--- src/rtl/fu_wb_arbiter_if.sv ---
// Bundle between the functional units, the write-back arbiter and the result bus.
// The FU side drives results through master; the arbiter consumes them through slave.
interface fu_wb_arbiter_if #(
    parameter int N_FU = 5,
    parameter int DW   = 32,
    parameter int RW   = 5
);
    logic [N_FU-1:0]    fu_finish;
    logic [N_FU*DW-1:0] fu_res;
    logic [N_FU*RW-1:0] fu_rd;
    logic [N_FU-1:0]    slot_full;
    logic               wb_valid;
    logic [2:0]         wb_fu;
    logic [RW-1:0]      wb_rd;
    logic [DW-1:0]      wb_data;
    logic [N_FU-1:0]    overflow_err;

    modport master (
        output fu_finish, fu_res, fu_rd,
        input  slot_full, wb_valid, wb_fu, wb_rd, wb_data, overflow_err
    );

    modport slave (
        input  fu_finish, fu_res, fu_rd,
        output slot_full, wb_valid, wb_fu, wb_rd, wb_data, overflow_err
    );
endinterface

--- src/rtl/fu_wb_arbiter.sv ---
// Write-back arbiter: one holding slot per functional unit, round-robin grant of a
// single slot per cycle onto the register-file write-back bus.
module fu_wb_arbiter #(
    parameter int N_FU = 5,
    parameter int DW   = 32,
    parameter int RW   = 5
) (
    input  logic           clk,
    input  logic           rst_n,
    fu_wb_arbiter_if.slave bus
);

    logic [N_FU-1:0] full_vec;
    logic [N_FU-1:0] ovf_vec;
    logic [N_FU-1:0] granted;
    logic [RW-1:0]   rd_all   [N_FU];
    logic [DW-1:0]   data_all [N_FU];

    logic [2:0]      rr_ptr_reg;
    logic            grant_vld;
    logic [2:0]      grant_idx;
    int              idx;

    // Walk the search order backwards so the entry closest to rr_ptr wins last.
    always_comb begin
        grant_vld = 1'b0;
        grant_idx = '0;
        idx       = 0;
        for (int k = N_FU - 1; k >= 0; k--) begin
            idx = (int'(rr_ptr_reg) + k) % N_FU;
            if (full_vec[idx]) begin
                grant_vld = 1'b1;
                grant_idx = 3'(idx);
            end
        end
    end

    always_ff @(posedge clk) begin
        if (!rst_n) begin
            rr_ptr_reg <= '0;
        end else if (grant_vld) begin
            rr_ptr_reg <= (grant_idx == 3'(N_FU - 1)) ? 3'd0 : grant_idx + 3'd1;
        end
    end

    genvar gi;
    generate
        for (gi = 0; gi < N_FU; gi++) begin : g_slot
            logic          full_reg;
            logic          ovf_reg;
            logic [RW-1:0] rd_reg;
            logic [DW-1:0] data_reg;
            logic          capture;
            logic          drop;

            assign granted[gi] = grant_vld && (grant_idx == 3'(gi));
            // A slot being drained this cycle can take a new result without loss.
            assign capture = bus.fu_finish[gi] && (!full_reg || granted[gi]);
            assign drop    = bus.fu_finish[gi] && full_reg && !granted[gi];

            always_ff @(posedge clk) begin
                if (!rst_n) begin
                    full_reg <= 1'b0;
                    ovf_reg  <= 1'b0;
                    rd_reg   <= '0;
                    data_reg <= '0;
                end else begin
                    if (capture) begin
                        full_reg <= 1'b1;
                        rd_reg   <= bus.fu_rd[gi*RW +: RW];
                        data_reg <= bus.fu_res[gi*DW +: DW];
                    end else if (granted[gi]) begin
                        full_reg <= 1'b0;
                    end
                    if (drop) begin
                        ovf_reg <= 1'b1;
                    end
                end
            end

            assign full_vec[gi] = full_reg;
            assign ovf_vec[gi]  = ovf_reg;
            assign rd_all[gi]   = rd_reg;
            assign data_all[gi] = data_reg;
        end
    endgenerate

    assign bus.slot_full    = full_vec;
    assign bus.overflow_err = ovf_vec;
    assign bus.wb_valid     = grant_vld;
    assign bus.wb_fu        = grant_vld ? grant_idx : 3'd0;
    assign bus.wb_rd        = grant_vld ? rd_all[grant_idx] : '0;
    assign bus.wb_data      = grant_vld ? data_all[grant_idx] : '0;

endmodule

--- src/flat_wrapper.sv ---
// flat-port wrapper written by rule: the top's interface ports become plain ports
module fu_wb_arbiter_flat 
#(
    parameter int N_FU = 5,
    parameter int DW   = 32,
    parameter int RW   = 5
)
  (clk, rst_n, bus_fu_finish, bus_fu_res, bus_fu_rd, bus_slot_full, bus_wb_valid, bus_wb_fu, bus_wb_rd, bus_wb_data, bus_overflow_err);
  fu_wb_arbiter_if #(.N_FU(N_FU), .DW(DW), .RW(RW)) bus_i ();
  input  logic clk;
  input  logic rst_n;
  input wire logic [$bits(bus_i.fu_finish)-1:0] bus_fu_finish;
  input wire logic [$bits(bus_i.fu_res)-1:0] bus_fu_res;
  input wire logic [$bits(bus_i.fu_rd)-1:0] bus_fu_rd;
  output wire logic [$bits(bus_i.slot_full)-1:0] bus_slot_full;
  output wire logic [$bits(bus_i.wb_valid)-1:0] bus_wb_valid;
  output wire logic [$bits(bus_i.wb_fu)-1:0] bus_wb_fu;
  output wire logic [$bits(bus_i.wb_rd)-1:0] bus_wb_rd;
  output wire logic [$bits(bus_i.wb_data)-1:0] bus_wb_data;
  output wire logic [$bits(bus_i.overflow_err)-1:0] bus_overflow_err;
  assign bus_i.fu_finish = bus_fu_finish;
  assign bus_i.fu_res = bus_fu_res;
  assign bus_i.fu_rd = bus_fu_rd;
  assign bus_slot_full = bus_i.slot_full;
  assign bus_wb_valid = bus_i.wb_valid;
  assign bus_wb_fu = bus_i.wb_fu;
  assign bus_wb_rd = bus_i.wb_rd;
  assign bus_wb_data = bus_i.wb_data;
  assign bus_overflow_err = bus_i.overflow_err;
  fu_wb_arbiter #(.N_FU(N_FU), .DW(DW), .RW(RW)) u_core (.clk(clk), .rst_n(rst_n), .bus(bus_i));
endmodule
--- config.mk ---
export PLATFORM = sky130hd
export DESIGN_NAME = fu_wb_arbiter_flat
export DESIGN_NICKNAME = d
export VERILOG_FILES = /design/src/rtl/fu_wb_arbiter_if.sv /design/src/rtl/fu_wb_arbiter.sv /design/src/flat_wrapper.sv
export SDC_FILE = /design/constraint.sdc
export NUM_CORES = 1
export LEC_CHECK = 0
export ABC_CLOCK_PERIOD_IN_PS = 4900
export BUFFER_PORTS_ARGS = -buffer_cell sky130_fd_sc_hd__buf_2
export CELL_PAD_IN_SITES_DETAIL_PLACEMENT = 1
export CELL_PAD_IN_SITES_GLOBAL_PLACEMENT = 1
export CORE_MARGIN = 1.5
export CORE_UTILIZATION = 37
export CTS_BUF_LIST = sky130_fd_sc_hd__clkbuf_16
export CTS_CLUSTER_SIZE = 24
export DETAILED_ROUTE_END_ITERATION = 16
export PLACE_DENSITY = 0.83
export RECOVER_POWER = 100
export SLEW_MARGIN = 20
export SYNTH_ARGS = -nofsm -noshare
export SYNTH_HDL_FRONTEND = slang
export SYNTH_SLANG_ARGS = --single-unit
--- constraint.sdc ---
create_clock -name clk -period 4.9 [get_ports clk]
set_input_delay 0.49 -clock clk [delete_from_list [all_inputs] [get_ports clk]]
set_output_delay 0.49 -clock clk [all_outputs]
set_load 0.05 [all_outputs]
# ---- Word level (Yosys, flattened, before mapping)
# Cells that the tools add are included.
dict set report word_totals {
  ff_bits 198
  wordCells 128
}
dict set report classes {
  add_sub_neg 5
  n_div 5
  n_lt_le_gt_ge 6
  n_eq_ne 4
  n_mux 45
  bitwise_logic 1
  n_reduce_logical 41
}
# operator n
set op_table {}
lappend op_table {{$lt 32x5->1 const B} 5}
lappend op_table {{$mod 32x4->32 const B} 4}
lappend op_table {{$bmux 32 s3} 1}
lappend op_table {{$mux 32} 3}
lappend op_table {{$mod 4x4->32 const B} 1}
lappend op_table {{$mux 1} 25}
lappend op_table {{$mux 3} 7}
lappend op_table {{$logic_and 1x1->1} 20}
lappend op_table {{$bmux 1 s3} 5}
lappend op_table {{$bmux 5 s3} 1}
lappend op_table {{$mux 5} 3}
lappend op_table {{$logic_not 1->1} 10}
lappend op_table {{$reduce_bool 2->1} 5}
lappend op_table {{$add 3x2->4 const B} 2}
lappend op_table {{$eq 3x2->1 const B} 2}
lappend op_table {{$logic_or 1x1->1} 5}
lappend op_table {{$add 3x1->4 const B} 1}
lappend op_table {{$add 3x3->4 const B} 1}
lappend op_table {{$ge 4x4->1 const B} 1}
lappend op_table {{$not 3->4} 1}
lappend op_table {{$add 3x1->3 const B} 1}
lappend op_table {{$eq 3x1->1 const B} 1}
lappend op_table {{$eq 3x3->1 const B} 1}
lappend op_table {{$logic_not 3->1} 1}

# ---- Depth between registers and ports, before layout
# Gate-level depths: netlist of run 1.
dict set report depth {
  ltp_word 15
  mapped_depth 23
  ltp_nobuf 18
}

# ---- Worst setup path after synthesis of run 1
# OpenSTA, ideal clock, no wires.
dict set report synth_path {
  path_type {flip-flop to output port}
  start {register u_core.rr_ptr_reg[0]}
  end {output bus_wb_data[15]}
  t_arrival_ps 5356
  setup_slack_ps -946
  stages_incl_launch_ff 23
  path_cell_list {dfxtp_1 -> buf_2 -> inv_1 -> clkbuf_1 -> ha_1 -> buf_2 -> inv_1 -> ha_1 -> o21ai_0 -> mux2_2 -> ha_1 -> inv_1 -> o221ai_1 -> a21oi_1 -> o21ai_0 -> a221o_1 -> a311oi_1 -> o31a_1 -> inv_2 -> or3b_1 -> buf_2 -> buf_2 -> o221ai_1}
}
dict set report synth_between {
  elab_chain_cells 15
  word_cells_on_any_way 39
}
# element line
set synth_rtl {}
lappend synth_rtl {{start: declaration} fu_wb_arbiter.sv:19} ;# logic [2:0] rr_ptr_reg;
lappend synth_rtl {{start signal: assignment} fu_wb_arbiter.sv:42} ;# rr_ptr_reg <= (grant_idx == 3'(N_FU - 1)) ? 3'd0 : grant_idx + 3'd1;
lappend synth_rtl {{$add 3x3->4} fu_wb_arbiter.sv:30} ;# idx = (int'(rr_ptr_reg) + k) % N_FU;
lappend synth_rtl {{$mod 32x4->32} fu_wb_arbiter.sv:30}
lappend synth_rtl {{$bmux 1 s3} fu_wb_arbiter.sv:31} ;# if (full_vec[idx]) begin
lappend synth_rtl {{$mux 1 (not written as such) (2 in series)} fu_wb_arbiter.sv:31}
lappend synth_rtl {{$mux 3 (5 in series)} fu_wb_arbiter.sv:31}
lappend synth_rtl {{$not 3->4 (not written as such)} fu_wb_arbiter.sv:93} ;# assign bus.wb_data = grant_vld ? data_all[grant_idx] : '0;
lappend synth_rtl {{$bmux 32 s3} fu_wb_arbiter.sv:93}
lappend synth_rtl {{$mux 32 (not written as such) (2 in series)} fu_wb_arbiter.sv:93}
lappend synth_rtl {{$mux 32 *} fu_wb_arbiter.sv:93}
lappend synth_rtl {{end: declaration} flat_wrapper.sv:19} ;# output wire logic [$bits(bus_i.wb_data)-1:0] bus_wb_data;
# Every way passes the cells marked *; elsewhere a longest branch is shown, timed or not. The select of a mux whose other input is x is not followed.

# ---- Worst setup path after layout of run 1
dict set report layout_path {
  start {register u_core.rr_ptr_reg[1]}
  end {output bus_wb_data[27]}
}
# Same word-level chain as after synthesis.

==> reports/qor.yml, run 1 <==
floorplanning:
  rows: 61
  chipWidth_um: 173
  die_h_um: 173
  io_pins: 243
  core_mm2: 0.0281
  start_util_pct: 37.9
  dieArea_mm2: 0.0298
route:
  final_antenna_net_count: 0
  drt_pass1_iterations: 5
  drt-initial-drc-count: 528
  drc: 0
  routed_via_density: 5.54
  wl_per_cell_um: 23.4
  wirelength_um: 44500
  vias: 10500
timing:
  max_slew_margin_pct: 48.3
  finClkSkew_ns: 0.0136
  rsz0062_at_grt: "true"
  post-route-period-util_pct: 107
  worst_slew_pin_slew_ns: 0.776
  max_freq_mhz: 191
  period_minus_slack_ns: 5.25
  final-setup-viol-count: 52
  setup_ws_ns: -0.347
  finalMaxSlewViolations: 0
  hold_viol_final: 0
clock_tree:
  ctsHoldBuffers: 0
  root_buffer: "clkbuf_16"
  clkTransAtPathRegs_ns: 0.08
  cts_tree: "yes"
  clk_latency_ns: 0.45
  htree_levels: 4
  cts-buffers-inserted: 17
  clkSinkCount: 198
  clockBufferDepth: 2
placement:
  dp_hpwl_um: 26100
  dp_slack_ns: -0.317
  port-buffer-count: 242
  gp_congestion: 0.940
yosys:
  postSynth.asyncResetShare_pct: 0
  syn_nets: 1448
  syn_area_mm2: 0.0106
  ys_seq_elements: 198
  synthCells: 1236
  ys_warn_count: 0
  synth_edf_count: 0
  synth_flop_cell: "dfxtp_1"
  yosysUniqueCellTypes: 68
  syn_area_per_cell_um2: 8.62
  yosysSeqAreaShare_pct: 37.2
setup_path:
  worst_setup_path_end_kind: "output pin"
  r2r_end: "u_core.g_slot[2].rd_reg[4]"
  arrival_ns: 4.76
  cp_data_required_time_ns: 4.41
  worstReg2RegStart: "u_core.rr_ptr_reg[1]"
  reg2regPathDepth: 20
  start_kind: "flip-flop"
  r2r_slack_ns: -0.12
  crit_fanout: 6
  worst-setup-path-type: "flip-flop to output pin"
global_routing:
  grt_pass1_wl_um: 66300
  grt_overflow: 0
  antenna_found_initial: 16
  grt_pass1_vias: 11600
  grt_max_degree: 187
  track_usage_pct: 28.7
layout:
  ff_latch_area_mm2: 0.00398
  fillers: 3137
  largest_register_ffs: 160
  utilization_pct: 56.7
  area_growth_pct: 49.5
  multiInputGateArea_mm2: 0.00795
  drive_gt1_share_pct: 37.1
  layout.nets: 1712
worst_hold_path:
  hold_class: "input pin to flip-flop"
  min_path_cells: 3
  hold_start: "bus_fu_rd[21]"
  min_to: "u_core.g_slot[4].rd_reg[1]"
run:
  cap_violations: 0
run_status:
  failed_checks: "setup timing"
  status: "finished with violations"
[layer usage]
metal / vias up / wire [um] / GRT usage (%) / part of all wire, %
li1: 4837 / - / - / -
met3: 146 / 2260 / 7.04 / 5.1
met1: 5192 / 17400 / 31.0 / 39
met5: - / 69 / 0 / 0.15
met4: 12 / 2070 / 14.2 / 4.7
met2: 349 / 22700 / 52.1 / 51
[synth_stat cells, types with 3 or more instances]
| cell | n | area, um2 |
|---|---|---|
| clkbuf_1 | 54 | 203 |
| a31oi_1 | 4 | 25.0 |
| xnor2_1 | 3 | 26.3 |
| dfxtp_1 | 198 | 3960 |
| nand3_1 | 17 | 85.1 |
| buf_2 | 14 | 70.1 |
| o2bb2ai_1 | 3 | 26.3 |
| o21ai_0 | 18 | 90.1 |
| or3_1 | 6 | 37.5 |
| o21ai_1 | 4 | 20.0 |
| o221ai_1 | 40 | 350 |
| mux2i_1 | 269 | 2690 |
| ha_1 | 20 | 250 |
| nor3_1 | 11 | 55.1 |
| buf_4 | 20 | 150 |
| a21o_1 | 4 | 30.0 |
| and4_1 | 3 | 26.3 |
| inv_1 | 21 | 78.8 |
| a21oi_1 | 22 | 110 |
| inv_2 | 3 | 11.3 |
| and2_1 | 6 | 37.5 |
| nor2_1 | 57 | 214 |
| o21a_1 | 7 | 52.6 |
| buf_6 | 13 | 146 |
| nand2_1 | 348 | 1310 |
| nand4_1 | 4 | 25.0 |
| nand2b_1 | 6 | 37.5 |
| o211ai_1 | 6 | 45.0 |
[final cells by class]
class                   count  share of cell area [%]
flip-flops and latches    198                    25.0
multi-input cells         912                    49.9
repair buffers            347                    17.7
diodes                     10                   0.157
well taps                 378                    2.97
clock inverters            15                   0.904
inverters                  24                   0.770
clock buffers              17                    2.67
[critical path: stages, from the launching register on]
cell and delay [ns]:
dfxtp_4 0.39, buf_6 0.14, ha_4 0.16, buf_6 0.12, a21oi_4 0.16, inv_4 0.07
mux2_4 0.34, ha_4 0.20, a221oi_4 0.33, o21ai_1 0.13, nand2_1 0.12, o211ai_1 0.20
buf_4 0.23, a311oi_2 0.26, o31a_2 0.24, inv_4 0.04, or3b_4 0.42, buf_12 0.18
buf_16 0.16, o221ai_4 0.22, buf_6 0.19
[layout by cell type, fill, tap and decap left out, types with 4 or more instances in the layout]
| master | n |
|---|---|
| a21o_1 | 4 |
| mux2i_4 | 65 |
| buf_4 | 65 |
| inv_2 | 6 |
| mux2i_1 | 196 |
| mux2i_2 | 8 |
| clkinv_4 | 4 |
| o211ai_1 | 6 |
| buf_12 | 12 |
| inv_8 | 4 |
| inv_1 | 10 |
| a21oi_2 | 5 |
| a21oi_1 | 16 |
| nor2_1 | 57 |
| inv_6 | 5 |
| ha_4 | 9 |
| ha_2 | 4 |
| nand4_1 | 4 |
| inv_4 | 6 |
| diode_2 | 10 |
| clkbuf_16 | 20 |
| o21ai_0 | 11 |
| ha_1 | 7 |
| and2_1 | 5 |
| buf_16 | 17 |
| clkbuf_1 | 7 |
| o21a_1 | 6 |
| buf_2 | 196 |
| nand2_1 | 347 |
| o221ai_4 | 38 |
| nor3_1 | 9 |
| dfxtp_1 | 195 |
| buf_6 | 44 |
| nand3_1 | 16 |
| or3_1 | 6 |
| o21ai_1 | 8 |
[repair_timing]
item	4_1_cts	5_1_grt
cloned	10	3
setup buffers	32	16
endpoints found under the setup margin	147	149
resized for setup	293	38
pin swaps	39	32
[metrics by stage]
| stage | std cells | setup TNS (ns) | instance area [um2] | hold slack, ns |
|---|---|---|---|---|
| 2_1_floorplan | 1236 | -0.00438 | 11400 | 0.426 |
| 3_3_place_gp | 1798 | -0.148 | 13000 | 0.435 |
| 3_5_place_dp | 1798 | -16.18 | 13000 | 0.450 |
| 4_1_cts | 1872 | -4.05 | 15500 | 0.252 |
| 5_1_grt | 1897 | -22.77 | 15900 | 0.267 |
| 6_report | 1901 | -11.57 | 15900 | 0.274 |
[how the worst max path moves through the flow]
stage	start	endpoint	slack, ns	cells after the start
floorplan	u_core.rr_ptr_reg[0]	bus_wb_rd[4]	-0.004	21
global placement	u_core.rr_ptr_reg[1]	bus_wb_data[6]	-0.07	20
detailed placement	u_core.rr_ptr_reg[1]	bus_wb_data[6]	-0.32	18
CTS	u_core.rr_ptr_reg[1]	bus_wb_data[27]	-0.15	20
global route	u_core.rr_ptr_reg[1]	bus_wb_data[27]	-0.51	20
finish	u_core.rr_ptr_reg[1]	bus_wb_data[27]	-0.35	20
[cells by family after synthesis]
family,after synthesis,share of synthesized area [%]
and+or+nand+nor,472,18.2
muxes,271,25.5
DFF,198,37.2
AOI/OAI and AO/OA,145,10.1
buffers and inverters,126,6.23
adders and majority gates,20,2.35
xor gates and xnor gates,4,0.400
Power of run 1 is not shown: default switching activity piles up to over one toggle a cycle in this logic, so the estimate is an artifact.
==> run 2, diff against run 1 <==
--- a/config.mk
+++ b/config.mk
@@ -7,2 +7,3 @@
 export LEC_CHECK = 0
+export ABC_AREA = 1
 export ABC_CLOCK_PERIOD_IN_PS = 4900
@@ -12,3 +13,3 @@
 export CORE_MARGIN = 1.5
-export CORE_UTILIZATION = 37
+export CORE_UTILIZATION = 35
 export CTS_BUF_LIST = sky130_fd_sc_hd__clkbuf_16
@@ -16,3 +17,3 @@
 export DETAILED_ROUTE_END_ITERATION = 16
-export PLACE_DENSITY = 0.83
+export PLACE_DENSITY = 0.82
 export RECOVER_POWER = 100
--- a/constraint.sdc
+++ b/constraint.sdc
@@ -3,2 +3,2 @@
 set_output_delay 0.49 -clock clk [all_outputs]
-set_load 0.05 [all_outputs]
+set_load 0.01 [all_outputs]
==> reports/qor.yml, run 2 <==
layout:
  diodes: 0
  drive_gt1_share_pct: 28.4
  fillers: 4041
  final_cell_area_mm2: 0.0142
  largest_register_ffs: 160
  layout.nets: 2098
  utilization_pct: 45.9
  final_common_cell: "nand2_1"
  most-common-layout-cells: "nand2_1 (358), buf_2 (231), nor2_1 (212)"
  area_growth_pct: 28.5
clock_tree:
  root_buffer: "clkbuf_16"
  htree_levels: 4
  cts_tree: "yes"
  clkSinkCount: 198
  ctsHoldBuffers: 0
  cts-buffers-inserted: 17
  clockBufferDepth: 2
  clkTransAtPathRegs_ns: 0.09
  clk_latency_ns: 0.45
timing:
  finalMaxSlewViolations: 0
  max_slew_margin_pct: 36.4
  finClkSkew_ns: 0.0135
  post-route-period-util_pct: 99.0
  worst_slew_pin_slew_ns: 0.953
  max_freq_mhz: 206
  final-setup-viol-count: 0
  period_minus_slack_ns: 4.85
  hold_viol_final: 0
yosys:
  syn_area_mm2: 0.0110
  synthCells: 1656
  synth.most_common_cell: "nand2_1"
  synth_commonest_cells: "nand2_1 (395), nor2_1 (219), dfxtp_1 (198)"
  synth_flop_cell: "dfxtp_1"
  syn_area_per_cell_um2: 6.65
  yosysTopAreaCellShare_pct: 36.0
  synth_edf_count: 0
  synth_area_leader_cell: "dfxtp_1"
  ys_warn_count: 0
  postSynth.asyncResetShare_pct: 0
  yosysUniqueCellTypes: 50
  yosysSeqAreaShare_pct: 36.0
  ys_seq_elements: 198
  syn_nets: 1868
  synth_area_leaders: "dfxtp_1 (36%), nand2_1 (13%), nand3_1 (7.5%)"
setup_path:
  start_kind: "flip-flop"
  cp_common_cell: "nand3_2"
  worst_setup_path_end_kind: "output pin"
  cpPeakStageDelay_ns: 0.34
  cp_data_required_time_ns: 4.41
  worst-setup-path-type: "flip-flop to output pin"
  critPathSlowestCell: "dfxtp_2"
  crit_fanout: 7
  arrival_ns: 4.36
route:
  final_antenna_net_count: 0
  drc: 0
  vias: 11900
  wirelength_um: 45100
  drt-initial-drc-count: 816
  drt_pass1_iterations: 5
  routed_via_density: 5.17
  wl_per_cell_um: 19.6
floorplanning:
  start_util_pct: 35.7
  rows: 64
  core_mm2: 0.0308
  dieArea_mm2: 0.0326
  chipWidth_um: 180
  die_h_um: 180
  io_pins: 243
placement:
  port-buffer-count: 242
  dp_hpwl_um: 31200
  placed_area_mm2: 0.0124
  gp_congestion: 0.941
worst_hold_path:
  hold_class: "input pin to flip-flop"
global_routing:
  grt_pass1_vias: 12100
  grt_overflow: 0
  track_usage_pct: 26.8
  antenna_found_initial: 2
  grt_pass1_wl_um: 67200
  grt_max_degree: 78
run:
  cap_violations: 0
run_status:
  status: "completed"
-- run 2: cell count changes after synthesis, sizes merged, moves of 17 or more --
cell	previous run	this run
nor2	58	227
buf	48	65
o221ai	40	0
nand3	17	184
mux2i	269	0
nand2	348	414
a21oi	23	126
inv	24	179
o21ai	22	118
nand3b	0	40
-- run 2: final cells by class --
| class | count | area [um2] | share of cell area [%] |
|---|---|---|---|
| clock inverter | 15 | 171 | 1.21 |
| timing repair buffer | 323 | 2080 | 14.7 |
| clock buffer | 17 | 425 | 3.00 |
| multi-input combinational | 1165 | 6330 | 44.7 |
| inverter | 181 | 697 | 4.92 |
| sequential | 198 | 3970 | 28.0 |
| tap | 396 | 495 | 3.50 |
-- run 2: final timing paths --
kind                                      start                             to  slack (ns)  cells after the start
hold reg to reg   u_core.g_slot[1].data_reg[26]  u_core.g_slot[1].data_reg[26]        0.47                      2
setup / recovery           u_core.rr_ptr_reg[1]                bus_wb_data[31]        0.05                     28
setup reg to reg           u_core.rr_ptr_reg[1]   u_core.g_slot[4].data_reg[0]        0.42                     27
hold / removal                    bus_fu_rd[22]     u_core.g_slot[4].rd_reg[2]        0.30                      3
-- run 2: cell families after synthesis --
logic type	after synthesis	synth area share [%]
XOR/XNOR	6	0.613
flip-flops	198	36.0
AO/OA/AOI/OAI	258	12.8
AND/OR/NAND/NOR	881	36.2
buffers and inverters	293	12.1
adder cells (fa/ha/maj)	20	2.27
-- run 2: through the flow --
step | hold WS, ns | TNS [ns] | instances | setup slack [ns]
final | 0.295 | 0 | 2295 | 0.0505
after global routing | 0.297 | -3.58 | 2295 | -0.120
after detailed placement | 0.454 | -0.0263 | 2217 | -0.0165
after global placement | 0.443 | 0 | 2217 | 0.134
after floorplan | 0.436 | 0 | 1656 | 0.186
after CTS | 0.283 | 0 | 2271 | 0.00478
-- run 2: metal layers --
layer / global-route usage, % / share of wire [%] / vias up
li1: - / - / 5693
met1: 32.2 / 41 / 5691
met2: 48.0 / 50 / 408
met3: 3.86 / 5.1 / 76
met4: 10.6 / 3.6 / 2
met5: 0 / 0.029 / -
-- run 2: worst max-delay path, delay by kind of cell (launching register included) --
family | cells | cell delay (ns)
adders and majority gates | 2 | 0.39
AOI/OAI and AO/OA | 3 | 0.61
and+or+nand+nor | 15 | 1.56
buffers and inverters | 8 | 0.99
DFF | 1 | 0.34
-- run 2: repair_timing --
item | CTS | global route
endpoints found under the hold margin | 0 | 0
setup buffers | 18 | 23
cloned | 4 | 2
gates resized for setup | 93 | 114
pin swaps | 17 | 63
setup endpoints to repair | 42 | 37
Power of run 2 is left out for the same reason.
==> run 3, diff against run 2 <==
- BUFFER_PORTS_ARGS: -buffer_cell sky130_fd_sc_hd__buf_2 -> -buffer_cell sky130_fd_sc_hd__clkbuf_2
==> reports/qor.yml, run 3 (same netlist as run 2, synthesis figures left out) <==
layout:
  utilization_pct: 46.1
  ff_latch_area_mm2: 0.00397
  layout.nets: 2110
  largest_register_ffs: 160
  multiInputGateArea_mm2: 0.00628
  drive_gt1_share_pct: 29.1
  diodes: 0
  most-common-layout-cells: "nand2_1 (353), clkbuf_2 (220), nor2_1 (214)"
  fillers: 3982
  area_growth_pct: 29.1
  final_common_cell: "nand2_1"
global_routing:
  grt_pass1_vias: 12300
  grt_overflow: 0
  antenna_found_initial: 2
  grt_max_degree: 77
  grt_pass1_wl_um: 67400
  track_usage_pct: 26.9
route:
  wl_per_cell_um: 19.5
  drt-initial-drc-count: 777
  routed_via_density: 5.19
  final_antenna_net_count: 0
  drt_pass1_iterations: 5
  drc: 0
  vias: 12000
  wirelength_um: 45000
setup_path:
  crit_fanout: 9
  arrival_ns: 4.34
  cp_data_required_time_ns: 4.41
  critPathSlowestCell: "dfxtp_4"
  cp_top_family: "simple AND/OR/NAND/NOR gates"
  reg2regPathDepth: 31
  worst_setup_path_end_kind: "output pin"
  cp.depth: 30
  critPathBufInv: 10
  worst-setup-path-type: "flip-flop to output pin"
  start_kind: "flip-flop"
  cpPeakStageDelay_ns: 0.37
placement:
  dp_hpwl_um: 31800
  gp_congestion: 0.892
  port-buffer-count: 242
floorplanning:
  core_mm2: 0.0308
  io_pins: 243
  rows: 64
  start_util_pct: 35.7
  chipWidth_um: 180
  dieArea_mm2: 0.0326
  die_h_um: 180
clock_tree:
  clockBufferDepth: 2
  cts_tree: "yes"
  cts-buffers-inserted: 17
  root_buffer: "clkbuf_16"
  clkTransAtPathRegs_ns: 0.09
  ctsHoldBuffers: 0
  clk_latency_ns: 0.46
  htree_levels: 4
  clkSinkCount: 198
run_status:
  status: "completed"
worst_hold_path:
  min_path_cells: 3
  hold_class: "input pin to flip-flop"
timing:
  rsz0062_at_grt: "true"
  period_minus_slack_ns: 4.83
  max_freq_mhz: 207
  finClkSkew_ns: 0.0239
  post-route-period-util_pct: 98.5
  final-setup-viol-count: 0
  worst_slew_pin_slew_ns: 1.03
  holdWs_ns: 0.261
  finalMaxSlewViolations: 0
  hold_viol_final: 0
  max_slew_margin_pct: 31.2
run:
  cap_violations: 0
run 3: cell types whose count changed in the layout (fill, tap and decap cells not counted), moves of 4 or more:
cell / previous run / this run
buf_2: 231 / 12
buf_4: 58 / 66
clkbuf_2: 0 / 220
clkinv_8: 0 / 5
clkinvlp_4: 5 / 1
ha_4: 7 / 3
nand2_1: 358 / 353
nand2_2: 32 / 42
nand3_2: 35 / 31
o21ai_0: 70 / 64
o21ai_2: 21 / 25
run 3: area by class of cell:
type | instances | area share, %
clock buffers | 17 | 2.99
clock inverters | 15 | 1.51
inverters | 181 | 4.90
multi-input cells | 1166 | 44.2
flip-flops and latches | 198 | 27.9
well taps | 396 | 3.48
repair buffers | 334 | 15.0
run 3: per-layer routing:
metal	global-route usage, %	wire, um	vias to the layer above
met5	0	24	-
met4	13.6	2090	4
met3	4.65	2310	102
met1	31.2	18500	5760
met2	47.5	22100	391
li1	-	-	5726
run 3: through the flow:
step                setup slack [ns]  std cells  instance area (um2)  setup TNS [ns]
finish                        0.0733       2307                14200               0
global route                  -0.141       2307                14200           -3.70
CTS                           0.0130       2284                13700               0
detailed placement            -0.244       2228                12500           -3.24
global placement             -0.0687       2228                12500          -0.581
floorplan                      0.186       1656                11000               0
run 3: timing repair:
action | CTS | global route
setup buffers | 21 | 21
cloned | 3 | 3
pin swaps | 21 | 47
gates resized for setup | 93 | 130
endpoints found under the setup margin | 37 | 49
run 3: path summary, 6_finish.rpt:
kind | from | slack, ns | end
worst min-delay path | bus_fu_res[71] | 0.26 | u_core.g_slot[2].data_reg[7]
worst min register to register | u_core.g_slot[1].data_reg[13] | 0.47 | u_core.g_slot[1].data_reg[13]
worst max register to register | u_core.rr_ptr_reg[1] | 0.24 | u_core.g_slot[2].data_reg[3]
worst max-delay path | u_core.rr_ptr_reg[1] | 0.07 | bus_wb_data[30]
run 3: worst register-to-register path, delay by kind of cell (launching register included):
family / cells / cell delay, ns
AND/OR/NAND/NOR: 16 / 1.88
buffers and inverters: 9 / 1.24
adder cells (fa/ha/maj): 3 / 0.57
flip-flops: 1 / 0.37
AO/OA/AOI/OAI: 2 / 0.36
XOR/XNOR: 1 / 0.18
Power of run 3 is left out for the same reason.
